==> config.mk <==
export PLATFORM = sky130hd
export DESIGN_NAME = dds_sweep_ctrl_flat
export DESIGN_NICKNAME = d
export VERILOG_FILES = /design/src/rtl/dds_sweep_ctrl_pkg.sv /design/src/rtl/dds_sweep_ctrl_if.sv /design/src/rtl/dds_sweep_ctrl_dwell_timer.sv /design/src/rtl/dds_sweep_ctrl.sv /design/src/flat_wrapper.sv
export SDC_FILE = /design/constraint.sdc
export NUM_CORES = 1
export LEC_CHECK = 0
export CORE_MARGIN = 10
export CORE_UTILIZATION = 45
export DETAILED_ROUTE_END_ITERATION = 16
export PLACE_DENSITY = 0.67
export SLEW_MARGIN = 10
export SYNTH_ARGS = -nofsm -noshare
export SYNTH_HDL_FRONTEND = slang
export SYNTH_SLANG_ARGS = --single-unit
==> constraint.sdc <==
create_clock -name clk -period 6.2 [get_ports clk]
set_input_delay 0.62 -clock clk [delete_from_list [all_inputs] [get_ports clk]]
set_output_delay 0.62 -clock clk [all_outputs]
set_load 0.05 [all_outputs]
==> src/rtl/dds_sweep_ctrl_pkg.sv <==
// Shared constants and enumerations for the DDS frequency-sweep controller.
package dds_pkg;

  // Tuning-word width; matches the DDS freq_control input.
  localparam int FREQ_W  = 16;
  // Dwell counter width; about 134 ms at 125 MHz.
  localparam int DWELL_W = 24;

  // Encoding 3 is reserved and behaves as MODE_SINGLE.
  typedef enum logic [1:0] {
    MODE_SINGLE   = 2'd0,
    MODE_REPEAT   = 2'd1,
    MODE_PINGPONG = 2'd2
  } sweep_mode_t;

  typedef enum logic [1:0] {
    ST_IDLE = 2'd0,
    ST_UP   = 2'd1,
    ST_DOWN = 2'd2
  } sweep_state_t;

endpackage

==> src/rtl/dds_sweep_ctrl_if.sv <==
// Configuration handshake bundle for the sweep controller.
// The master offers a complete sweep description; the slave accepts it on valid & ready.
interface dds_sweep_ctrl_if #(
  parameter int FREQ_W  = dds_pkg::FREQ_W,
  parameter int DWELL_W = dds_pkg::DWELL_W
);

  logic               cfg_valid;
  logic               cfg_ready;
  logic [FREQ_W-1:0]  cfg_start_freq;
  logic [FREQ_W-1:0]  cfg_stop_freq;
  logic [FREQ_W-1:0]  cfg_step;
  logic [DWELL_W-1:0] cfg_dwell;
  logic [1:0]         cfg_mode;

  modport master (
    output cfg_valid,
    output cfg_start_freq,
    output cfg_stop_freq,
    output cfg_step,
    output cfg_dwell,
    output cfg_mode,
    input  cfg_ready
  );

  modport slave (
    input  cfg_valid,
    input  cfg_start_freq,
    input  cfg_stop_freq,
    input  cfg_step,
    input  cfg_dwell,
    input  cfg_mode,
    output cfg_ready
  );

endinterface

==> src/rtl/dds_sweep_ctrl_dwell_timer.sv <==
// Generic dwell down-counter. Load the hold length minus one; expire is high on the
// last cycle of the hold (terminal count zero) while the timer is enabled.
module dwell_timer #(
  parameter int W = 24
) (
  input  logic         clk,
  input  logic         rst_n,
  input  logic         load,
  input  logic         en,
  input  logic [W-1:0] load_val,
  output logic         expire
);

  logic [W-1:0] cnt_q;

  // Reload on every new point, otherwise count down and park at zero.
  always_ff @(posedge clk) begin
    if (!rst_n) begin
      cnt_q <= '0;
    end else if (load) begin
      cnt_q <= load_val;
    end else if (en && (cnt_q != '0)) begin
      cnt_q <= cnt_q - W'(1);
    end
  end

  assign expire = en && (cnt_q == '0);

endmodule

==> src/rtl/dds_sweep_ctrl.sv <==
// Frequency-sweep scheduler for the sine DDS tuning word.
//
//   state | meaning
//   ------+-----------------------------------------------------------
//   IDLE  | not sweeping; accepts config, waits for start
//   UP    | stepping the tuning word upward (also used for repeat and
//         | single-point sweeps)
//   DOWN  | ping-pong return leg, stepping downward toward start
//
// A sweep runs from a private copy of the configuration taken at launch, so a
// config accepted in the same cycle as start only affects the next sweep.
module dds_sweep_ctrl #(
  parameter int FREQ_W  = dds_pkg::FREQ_W,
  parameter int DWELL_W = dds_pkg::DWELL_W
) (
  input  logic                clk,
  input  logic                rst_n,
  dds_sweep_ctrl_if.slave     cfg,
  input  logic                start,
  input  logic                abort,
  output logic [FREQ_W-1:0]   freq_control,
  output logic                freq_valid,
  output logic                busy,
  output logic                done,
  output logic                sweep_dir
);

  import dds_pkg::*;

  localparam logic [1:0] IDLE = ST_IDLE;
  localparam logic [1:0] UP   = ST_UP;
  localparam logic [1:0] DOWN = ST_DOWN;

  logic [1:0]         state_q;

  logic [FREQ_W-1:0]  cfg_start_q;
  logic [FREQ_W-1:0]  cfg_stop_q;
  logic [FREQ_W-1:0]  cfg_step_q;
  logic [DWELL_W-1:0] cfg_dwell_q;
  logic [1:0]         cfg_mode_q;
  logic               cfg_loaded_q;

  logic [FREQ_W-1:0]  run_start_q;
  logic [FREQ_W-1:0]  run_stop_q;
  logic [FREQ_W-1:0]  run_step_q;
  logic [DWELL_W-1:0] run_dwell_m1_q;
  logic [1:0]         run_mode_q;

  logic               cfg_fire;
  logic               launch;
  logic [FREQ_W-1:0]  launch_step;
  logic [DWELL_W-1:0] launch_dwell_m1;

  logic [FREQ_W:0]    up_sum;
  logic [FREQ_W:0]    dn_floor;
  logic [FREQ_W-1:0]  up_pt;
  logic [FREQ_W-1:0]  dn_pt;
  logic               degenerate;
  logic               at_stop;
  logic               mode_rep;
  logic               mode_pp;

  logic [1:0]         nxt_state;
  logic [FREQ_W-1:0]  nxt_freq;
  logic               nxt_dir;
  logic               emit;
  logic               finish;

  logic               tmr_load;
  logic [DWELL_W-1:0] tmr_load_val;
  logic               tmr_expire;

  assign cfg.cfg_ready = (state_q == IDLE);
  assign busy          = (state_q != IDLE);
  assign cfg_fire      = cfg.cfg_valid && cfg.cfg_ready;
  assign launch        = (state_q == IDLE) && start && cfg_loaded_q && !abort;

  // Zero step and zero dwell are promoted to one so a sweep always makes progress.
  assign launch_step     = (cfg_step_q == '0) ? FREQ_W'(1) : cfg_step_q;
  assign launch_dwell_m1 = (cfg_dwell_q == '0) ? '0 : cfg_dwell_q - DWELL_W'(1);

  // Step arithmetic is one bit wider so an upward carry clamps to stop instead of wrapping.
  assign up_sum     = {1'b0, freq_control} + {1'b0, run_step_q};
  assign up_pt      = (up_sum >= {1'b0, run_stop_q}) ? run_stop_q : up_sum[FREQ_W-1:0];
  assign dn_floor   = {1'b0, run_start_q} + {1'b0, run_step_q};
  assign dn_pt      = ({1'b0, freq_control} < dn_floor) ? run_start_q : freq_control - run_step_q;
  assign degenerate = (run_start_q >= run_stop_q);
  assign at_stop    = degenerate || (freq_control == run_stop_q);
  assign mode_rep   = (run_mode_q == MODE_REPEAT);
  assign mode_pp    = (run_mode_q == MODE_PINGPONG);

  // Next-point selection: advance only when the current point's dwell expires.
  always_comb begin
    nxt_state = state_q;
    nxt_freq  = freq_control;
    nxt_dir   = sweep_dir;
    emit      = 1'b0;
    finish    = 1'b0;
    case (state_q)
      UP: begin
        if (tmr_expire) begin
          if (!at_stop) begin
            nxt_freq = up_pt;
            emit     = 1'b1;
          end else if (mode_pp && !degenerate) begin
            nxt_state = DOWN;
            nxt_dir   = 1'b1;
            nxt_freq  = dn_pt;
            emit      = 1'b1;
          end else if (mode_pp || mode_rep) begin
            nxt_freq = run_start_q;
            emit     = 1'b1;
          end else begin
            nxt_state = IDLE;
            finish    = 1'b1;
          end
        end
      end
      DOWN: begin
        if (tmr_expire) begin
          if (freq_control == run_start_q) begin
            nxt_state = UP;
            nxt_dir   = 1'b0;
            nxt_freq  = up_pt;
          end else begin
            nxt_freq = dn_pt;
          end
          emit = 1'b1;
        end
      end
      default: begin
        if (launch) begin
          nxt_state = UP;
          nxt_dir   = 1'b0;
          nxt_freq  = cfg_start_q;
          emit      = 1'b1;
        end
      end
    endcase
  end

  assign tmr_load     = emit && !abort;
  assign tmr_load_val = launch ? launch_dwell_m1 : run_dwell_m1_q;

  dwell_timer #(.W(DWELL_W)) u_dwell_timer (
    .clk      (clk),
    .rst_n    (rst_n),
    .load     (tmr_load),
    .en       (busy),
    .load_val (tmr_load_val),
    .expire   (tmr_expire)
  );

  // Sweep state and DDS-facing outputs; abort overrides everything except reset.
  always_ff @(posedge clk) begin
    if (!rst_n) begin
      state_q      <= IDLE;
      freq_control <= '0;
      freq_valid   <= 1'b0;
      done         <= 1'b0;
      sweep_dir    <= 1'b0;
    end else if (abort) begin
      state_q      <= IDLE;
      freq_control <= '0;
      freq_valid   <= 1'b0;
      done         <= 1'b0;
      sweep_dir    <= 1'b0;
    end else begin
      state_q      <= nxt_state;
      freq_control <= nxt_freq;
      freq_valid   <= emit;
      done         <= finish;
      sweep_dir    <= nxt_dir;
    end
  end

  // Latched configuration, written only through the IDLE handshake.
  always_ff @(posedge clk) begin
    if (!rst_n) begin
      cfg_start_q  <= '0;
      cfg_stop_q   <= '0;
      cfg_step_q   <= '0;
      cfg_dwell_q  <= '0;
      cfg_mode_q   <= '0;
      cfg_loaded_q <= 1'b0;
    end else if (cfg_fire) begin
      cfg_start_q  <= cfg.cfg_start_freq;
      cfg_stop_q   <= cfg.cfg_stop_freq;
      cfg_step_q   <= cfg.cfg_step;
      cfg_dwell_q  <= cfg.cfg_dwell;
      cfg_mode_q   <= cfg.cfg_mode;
      cfg_loaded_q <= 1'b1;
    end
  end

  // Working copy of the configuration, frozen for the duration of a sweep.
  always_ff @(posedge clk) begin
    if (!rst_n) begin
      run_start_q    <= '0;
      run_stop_q     <= '0;
      run_step_q     <= '0;
      run_dwell_m1_q <= '0;
      run_mode_q     <= '0;
    end else if (launch) begin
      run_start_q    <= cfg_start_q;
      run_stop_q     <= cfg_stop_q;
      run_step_q     <= launch_step;
      run_dwell_m1_q <= launch_dwell_m1;
      run_mode_q     <= cfg_mode_q;
    end
  end

endmodule

==> src/flat_wrapper.sv <==
// flat-port wrapper written by rule: the top's interface ports become plain ports
module dds_sweep_ctrl_flat import dds_pkg::*;
#(
  parameter int FREQ_W  = dds_pkg::FREQ_W,
  parameter int DWELL_W = dds_pkg::DWELL_W
)
  (clk, rst_n, start, abort, freq_control, freq_valid, busy, done, sweep_dir, cfg_cfg_valid, cfg_cfg_start_freq, cfg_cfg_stop_freq, cfg_cfg_step, cfg_cfg_dwell, cfg_cfg_mode, cfg_cfg_ready);
  dds_sweep_ctrl_if #(.FREQ_W(FREQ_W), .DWELL_W(DWELL_W)) cfg_i ();
  input  logic clk;
  input  logic rst_n;
  input  logic start;
  input  logic abort;
  output logic [FREQ_W-1:0] freq_control;
  output logic freq_valid;
  output logic busy;
  output logic done;
  output logic sweep_dir;
  input wire logic [$bits(cfg_i.cfg_valid)-1:0] cfg_cfg_valid;
  input wire logic [$bits(cfg_i.cfg_start_freq)-1:0] cfg_cfg_start_freq;
  input wire logic [$bits(cfg_i.cfg_stop_freq)-1:0] cfg_cfg_stop_freq;
  input wire logic [$bits(cfg_i.cfg_step)-1:0] cfg_cfg_step;
  input wire logic [$bits(cfg_i.cfg_dwell)-1:0] cfg_cfg_dwell;
  input wire logic [$bits(cfg_i.cfg_mode)-1:0] cfg_cfg_mode;
  output wire logic [$bits(cfg_i.cfg_ready)-1:0] cfg_cfg_ready;
  assign cfg_i.cfg_valid = cfg_cfg_valid;
  assign cfg_i.cfg_start_freq = cfg_cfg_start_freq;
  assign cfg_i.cfg_stop_freq = cfg_cfg_stop_freq;
  assign cfg_i.cfg_step = cfg_cfg_step;
  assign cfg_i.cfg_dwell = cfg_cfg_dwell;
  assign cfg_i.cfg_mode = cfg_cfg_mode;
  assign cfg_cfg_ready = cfg_i.cfg_ready;
  dds_sweep_ctrl #(.FREQ_W(FREQ_W), .DWELL_W(DWELL_W)) u_core (.clk(clk), .rst_n(rst_n), .cfg(cfg_i), .start(start), .abort(abort), .freq_control(freq_control), .freq_valid(freq_valid), .busy(busy), .done(done), .sweep_dir(sweep_dir));
endmodule
# Yosys cells after proc, flatten, opt, wreduce, memory -nomap -nowiden
# Index checks and enable logic that the tools add are counted.
[word_totals]
in_bits = 79
reg_bits = 194
[classes]
addsub = 5
muxes = 38
n_eq_ne = 13
reduce_logical = 25
n_bitwise = 4
n_lt_le_gt_ge = 3
[ops]
columns = ["op", "count"]
rows = [
  ["two-way mux 16 bit", 10],
  ["two-way mux 24 bit", 4],
  ["zero test 24 bit", 2],
  ["subtractor 24 x 1 -> 24 bit, second input constant", 2],
  ["adder 16 x 16 -> 17 bit", 2],
  ["equality test 16 bit", 2],
  ["one-hot mux 16 bit (2 select lines)", 1],
  ["nonzero test 24 bit", 1],
  ["greater-or-equal comparator 17 x 16 -> 1 bit", 1],
  ["< comparator 16 x 17 -> 1 bit", 1],
  ["greater-or-equal comparator 16 bit", 1],
  ["zero test 16 bit", 1],
  ["subtractor 16 bit", 1],
  ["two-way mux 2 bit", 7],
  ["two-way mux 1 bit", 13],
  ["AND reduction 6 bit", 2],
  ["inequality test 2 x 1 -> 1 bit, second input constant", 5],
  ["logical AND 1 bit", 8],
  ["OR reduction 6 bit", 1],
  ["equality test 2 x 1 -> 1 bit, second input constant", 2],
  ["equality test 2 bit, second input constant", 2],
  ["inequality test 4 bit, second input constant", 1],
  ["NOT 1 bit", 4],
  ["one-hot mux 1 bit (2 select lines)", 2],
  ["9 further kinds", 12],
]

# Longest topological paths before layout
# Gate-level depths: netlist of the first run.
[depth]
ltp_word = 9
mapped_depth = 22
depth_no_buf = 20

# Cells and area by module
# Synthesis of the first run repeated with hierarchy kept, for this count alone.
[unflattened]
hier_cells = 1625
area_unflattened_um2 = 12842.3
[by_module_without_submodules]
columns = ["module", "cells_each", "instances", "area_per_inst_um2", "seq_area_each_um2"]
rows = [
  ["dds_sweep_ctrl", 1448, 1, 11353.4, 3403.3],
  ["dwell_timer", 177, 1, 1488.9, 480.5],
]

# Worst setup path after synthesis of the first run
# No wires, ideal clock.
[synth_path]
path_type = "register to register"
start = "reg u_core.run_start_q[0]"
end = "reg u_core.freq_control[7]"
period_less_slack_ps = 4739
arrival_ps = 4622
t_required_ps = 6083
setup_ps = 117
setup_slack_ps = 1461
stages_incl_launch_ff = 22
cell_sequence = "dfxtp_1 > ha_1 > fa_1 > a211oi_1 > o21bai_1 > o311a_1 > o311ai_1 > nand2b_1 > a21o_1 > a21oi_1 > xor2_1 > ha_1 > o21ai_0 > a221o_1 > a221oi_1 > o211a_1 > buf_2 > a22oi_1 > clkbuf_1 > a221oi_1 > o21ai_1 > a22o_1"
[synth_between]
elab_chain_cells = 7
elab_cells_between_ends = 16
[synth_lines]
columns = ["item", "line", "source"]
rows = [
  ["start: declaration", "dds_sweep_ctrl.sv:43", "logic [FREQ_W-1:0] run_start_q;"],
  ["start signal: assignment", "dds_sweep_ctrl.sv:205", "run_start_q <= cfg_start_q;"],
  ["adder 16 x 16 -> 17 bit or greater-or-equal comparator 16 bit (tied branches)", "dds_sweep_ctrl.sv:85, dds_sweep_ctrl.sv:87", ""],
  ["< comparator 16 x 17 -> 1 bit or zero test 1 bit (tied branches)", "dds_sweep_ctrl.sv:86, dds_sweep_ctrl.sv:105", ""],
  ["two-way mux 16 bit or logical AND 1 bit (tied branches)", "dds_sweep_ctrl.sv:86, dds_sweep_ctrl.sv:105", ""],
  ["two-way mux 16 bit", "dds_sweep_ctrl.sv:105", "end else if (mode_pp && !degenerate) begin"],
  ["two-way mux 16 bit", "dds_sweep_ctrl.sv:102", "if (!at_stop) begin"],
  ["two-way mux 16 bit", "dds_sweep_ctrl.sv:101", "if (tmr_expire) begin"],
  ["one-hot mux 16 bit (2 select lines)", "dds_sweep_ctrl.sv:99", "case (state_q)"],
  ["end signal: assignment", "dds_sweep_ctrl.sv:170", "freq_control <= nxt_freq;"],
  ["end: declaration", "dds_sweep_ctrl.sv:21", "output logic [FREQ_W-1:0] freq_control,"],
]
# Several ways; a longest one is shown, not always the timed one. The select of a mux whose other input is x is not followed.
# A chain may end at the register's enable or synchronous reset.

# Final worst setup path of the first run
[layout_path]
start = "reg u_core.run_start_q[1]"
end = "reg u_core.freq_control[7]"
# Same word-level chain as after synthesis.

==> qor.txt, run 1 <==
Outcome - completed
Routed wire length - 37.58 mm
Layout net count - 1828
Total clock sinks - 194
Via count - 11.15k
Die Footprint - 0.03391 sq mm
Min-Delay Path Class - flip-flop to flip-flop
Type of element capturing the critical path - flip-flop
Post-Syn Nets - 1774
First-pass GRT wire length - 59.33 mm
WP data arrival - 5.69 ns
First-pass DRT Iterations - 6
GRT Total Usage - 22.00%
Clock latency on the worst-skew pair - 0.44 ns
Number of CTS-inserted buffers - 17
Final hold slack - 0.4465 ns
Maximum operating frequency - 186.8 MHz
H-tree Lvls - 4
Synth warn - 0
Async set or reset register ratio after synthesis - 0%
Initial antenna violation count - 0
Hold bufs inserted after CTS - 0
DRC - 0
Netlist cell types - 82
Rows - 60
Seq/Total Area, Yosys - 32.03%
Layout cells sized above 1 - 4.403%
Routability Congestion - 0.9594
Crit path max fanout - 11
Pre-CTS setup slack - 0.8849 ns
Total negative slack - 0 ns
RSZ-0062 raised after global routing - no
Max Slew Vio Count - 0
Non-filler cells, final - 1999
Number of vias per cell - 5.577
Largest net degree at the start of global routing - 75
Yosys top cell by area - dfxtp_1
I/O Buffers - 99
I/O pin count - 100
Peak supply drop - 0.1428 mV
Period utilisation layout - 86.33%
Initial Utilization - 45.37%
CP startpoint kind - flip-flop
1st-iter DRT viols - 854
Antenna cells - 0
Kind of critical path - flip-flop to flip-flop
FF/Latch Area - 0.003884 sq mm
Final min period - 5.352 ns
Top cells by area, synth - dfxtp_1 32%, nand2_1 11%, ha_1 10%
Primary FF master, synth - dfxtp_1
Die outline width - 184.1 um
# setup viols final - 0
Post-route ant nets - 0
Worst setup margin - 0.8478 ns
EDFF count, synth - 0
Vias in the first global route - 10.54k
Filler instances - 2607
PostCTS Resize Cnt - 0
Post-CTS setup buffer count - 0
Final Hold Fails - 0
Critical Path RT - 6.53 ns
Max-capacitance violation count - 0
Relative slew slack - 34.72%
GRT Residual Overflow - 0
Clock-pin slew on the worst setup and hold paths - 0.08 ns
CTS tree - yes
Post-DP HPWL - 28.17 mm
Footprint of the multi-input gates - 0.007562 sq mm
Syn Area/Cell - 7.616 sq um
Critical path, cell by cell - ha_1 > a21o_1 > a21oi_1 > o21a_1 > nor3_1 > a41o_1 > o41ai_1 > o2111ai_1 > a21oi_1 > xor2_1 > ha_1 > nor2_1 > a221o_1 > a221oi_1 > o211a_1 > a22oi_1 > buf_4 > a221oi_1 > o21ai_1 > a22o_1
CTS max path bufs - 2
Yosys top cell area share - 32.03%
Netlist Area Pre-Place - 0.01212 sq mm
Cell count after placement - 1968
Synthesized netlist cell count - 1592
Flops & latches, synth - 194
Worst path slowest cell - o41ai_1
Area delta synth->final - 14.75%
Clk_skew - 0.01514 ns
Vert. Die Dim - 184.1 um
Leak - 5.496 nW
Core ar. - 0.02673 sq mm
Worst Tran Pin Value - 0.9792 ns
Power Dens Cells - 210.9 mW/mm^2
Avg WL per Cell - 18.80 um
CTS root buf - clkbuf_16
Crit path largest cell delay - 0.69 ns
## registers in the layout (all words and copies together), names as in the netlist, 16 cells and up
register                    cells
u_core.u_dwell_timer.cnt_q     24
u_core.freq_control            16
u_core.cfg_stop_q              16
u_core.run_dwell_m1_q          24
u_core.run_start_q             16
u_core.run_step_q              16
u_core.cfg_step_q              16
u_core.run_stop_q              16
u_core.cfg_dwell_q             24
u_core.cfg_start_q             16
## cell type report
class	instances	area share, %
multi-input combinational	1227	54.36
sequential	194	27.92
timing repair buffer	113	7.878
tap	341	3.067
clock buffer	17	3.058
inverter	93	2.527
clock inverter	14	1.196
## path summary, 6_finish.rpt
path / start / endpoint / slack, ns / cells past startpoint
max: u_core.run_start_q[1] / u_core.freq_control[7] / 0.85 / 20
min: u_core.cfg_mode_q[1] / u_core.run_mode_q[1] / 0.45 / 2
max reg2reg: u_core.run_start_q[1] / u_core.freq_control[7] / 0.85 / 20
min reg2reg: u_core.cfg_mode_q[1] / u_core.run_mode_q[1] / 0.45 / 2
## worst max-delay path: cells and delay by family, from the launching register on
kind                       cells  cell delay, ns
buffers and inverters          1            0.22
and+or+nand+nor                2            0.11
DFF                            1            0.51
xor gates and xnor gates       1            0.18
AOI/OAI and AO/OA             14            3.72
adders and majority gates      2            0.50
## power breakdown
part	switching [mW]	internal [mW]	total, mW
logic	0.279	0.202	0.481
registers	0.0436	1.29	1.33
clock network	0.578	0.542	1.12
## metrics by stage
step           utilization, %  area, sq um  total power, mW
3_3_place_gp            49.84        13320            1.835
3_5_place_dp            49.84        13320            1.839
6_report                52.06        13910            2.934
4_1_cts                 52.06        13910            2.947
5_1_grt                 52.06        13910            3.055
2_1_floorplan               -        12120            1.678
## cell usage in the layout (no fill, tap or decap), drive strengths merged, types with 5 or more instances in the layout
master and count:
a21oi 179, a22oi 5, nand2b 19, dfxtp 194
clkdlybuf4s50 99, o21a 9, a211oi 13, nor2b 12
o21bai 7, nor2 81, a2111oi 5, and2 5
xnor2 78, nand3 36, nand2 342, or4 10
mux2i 15, nor3 30, a21o 9, or3 16
xor2 30, o21ai 93, clkinv 9, o211ai 11
clkbuf 17, a221oi 5, nand4 19, o22a 6
buf 14, o31ai 5, nor3b 7, inv 98
nor4 14, ha 100
## Yosys cell counts (4+ instances only)
| cell type | number |
|---|---|
| nand2_1 | 342 |
| dfxtp_1 | 194 |
| a21oi_1 | 179 |
| ha_1 | 100 |
| inv_1 | 92 |
| o21ai_0 | 86 |
| nor2_1 | 79 |
| xnor2_1 | 78 |
| clkbuf_1 | 60 |
| nand3_1 | 36 |
| nor3_1 | 30 |
| xor2_1 | 30 |
| nand2b_1 | 19 |
| nand4_1 | 19 |
| mux2i_1 | 15 |
| nor4_1 | 14 |
| a211oi_1 | 13 |
| nor2b_1 | 12 |
| o211ai_1 | 11 |
| or3_1 | 11 |
| a21o_1 | 9 |
| o21a_1 | 9 |
| or4_1 | 8 |
| buf_1 | 7 |
| nor3b_1 | 7 |
| o21bai_1 | 7 |
| o22a_1 | 6 |
| a2111oi_0 | 5 |
| a221oi_1 | 5 |
| a22oi_1 | 5 |
| buf_2 | 5 |
| o21ai_1 | 5 |
| a221o_1 | 4 |
| and2_1 | 4 |
| mux2_2 | 4 |
| o2111ai_1 | 4 |
| o31ai_1 | 4 |
| or3_4 | 4 |
## metal layers
metal,vias to the layer above,wire length [um],track usage (%),part of all wire [%]
li1,5609,-,-,-
met1,5176,17870,29.84,48
met2,305,17090,35.51,45
met3,58,1828,3.150,4.9
met4,0,792,6.227,2.1
met5,-,0,0,0
## cells by family after synthesis
logic type | Yosys count | share of synthesized area (%)
AOI/OAI and AO/OA | 392 | 19.59
xor gates and xnor gates | 108 | 7.802
adders and majority gates | 103 | 10.82
buffers and inverters | 171 | 5.676
DFF | 194 | 32.03
muxes | 19 | 1.610
and+or+nand+nor | 605 | 22.48
(Power assumes the default switching activity.)
==> run 2, diff against run 1 <==
TNS_END_PERCENT = 10   (was not set)
==> results of run 2 <==
Same layout as run 1: the final DEF is identical, and so are final timing and power.
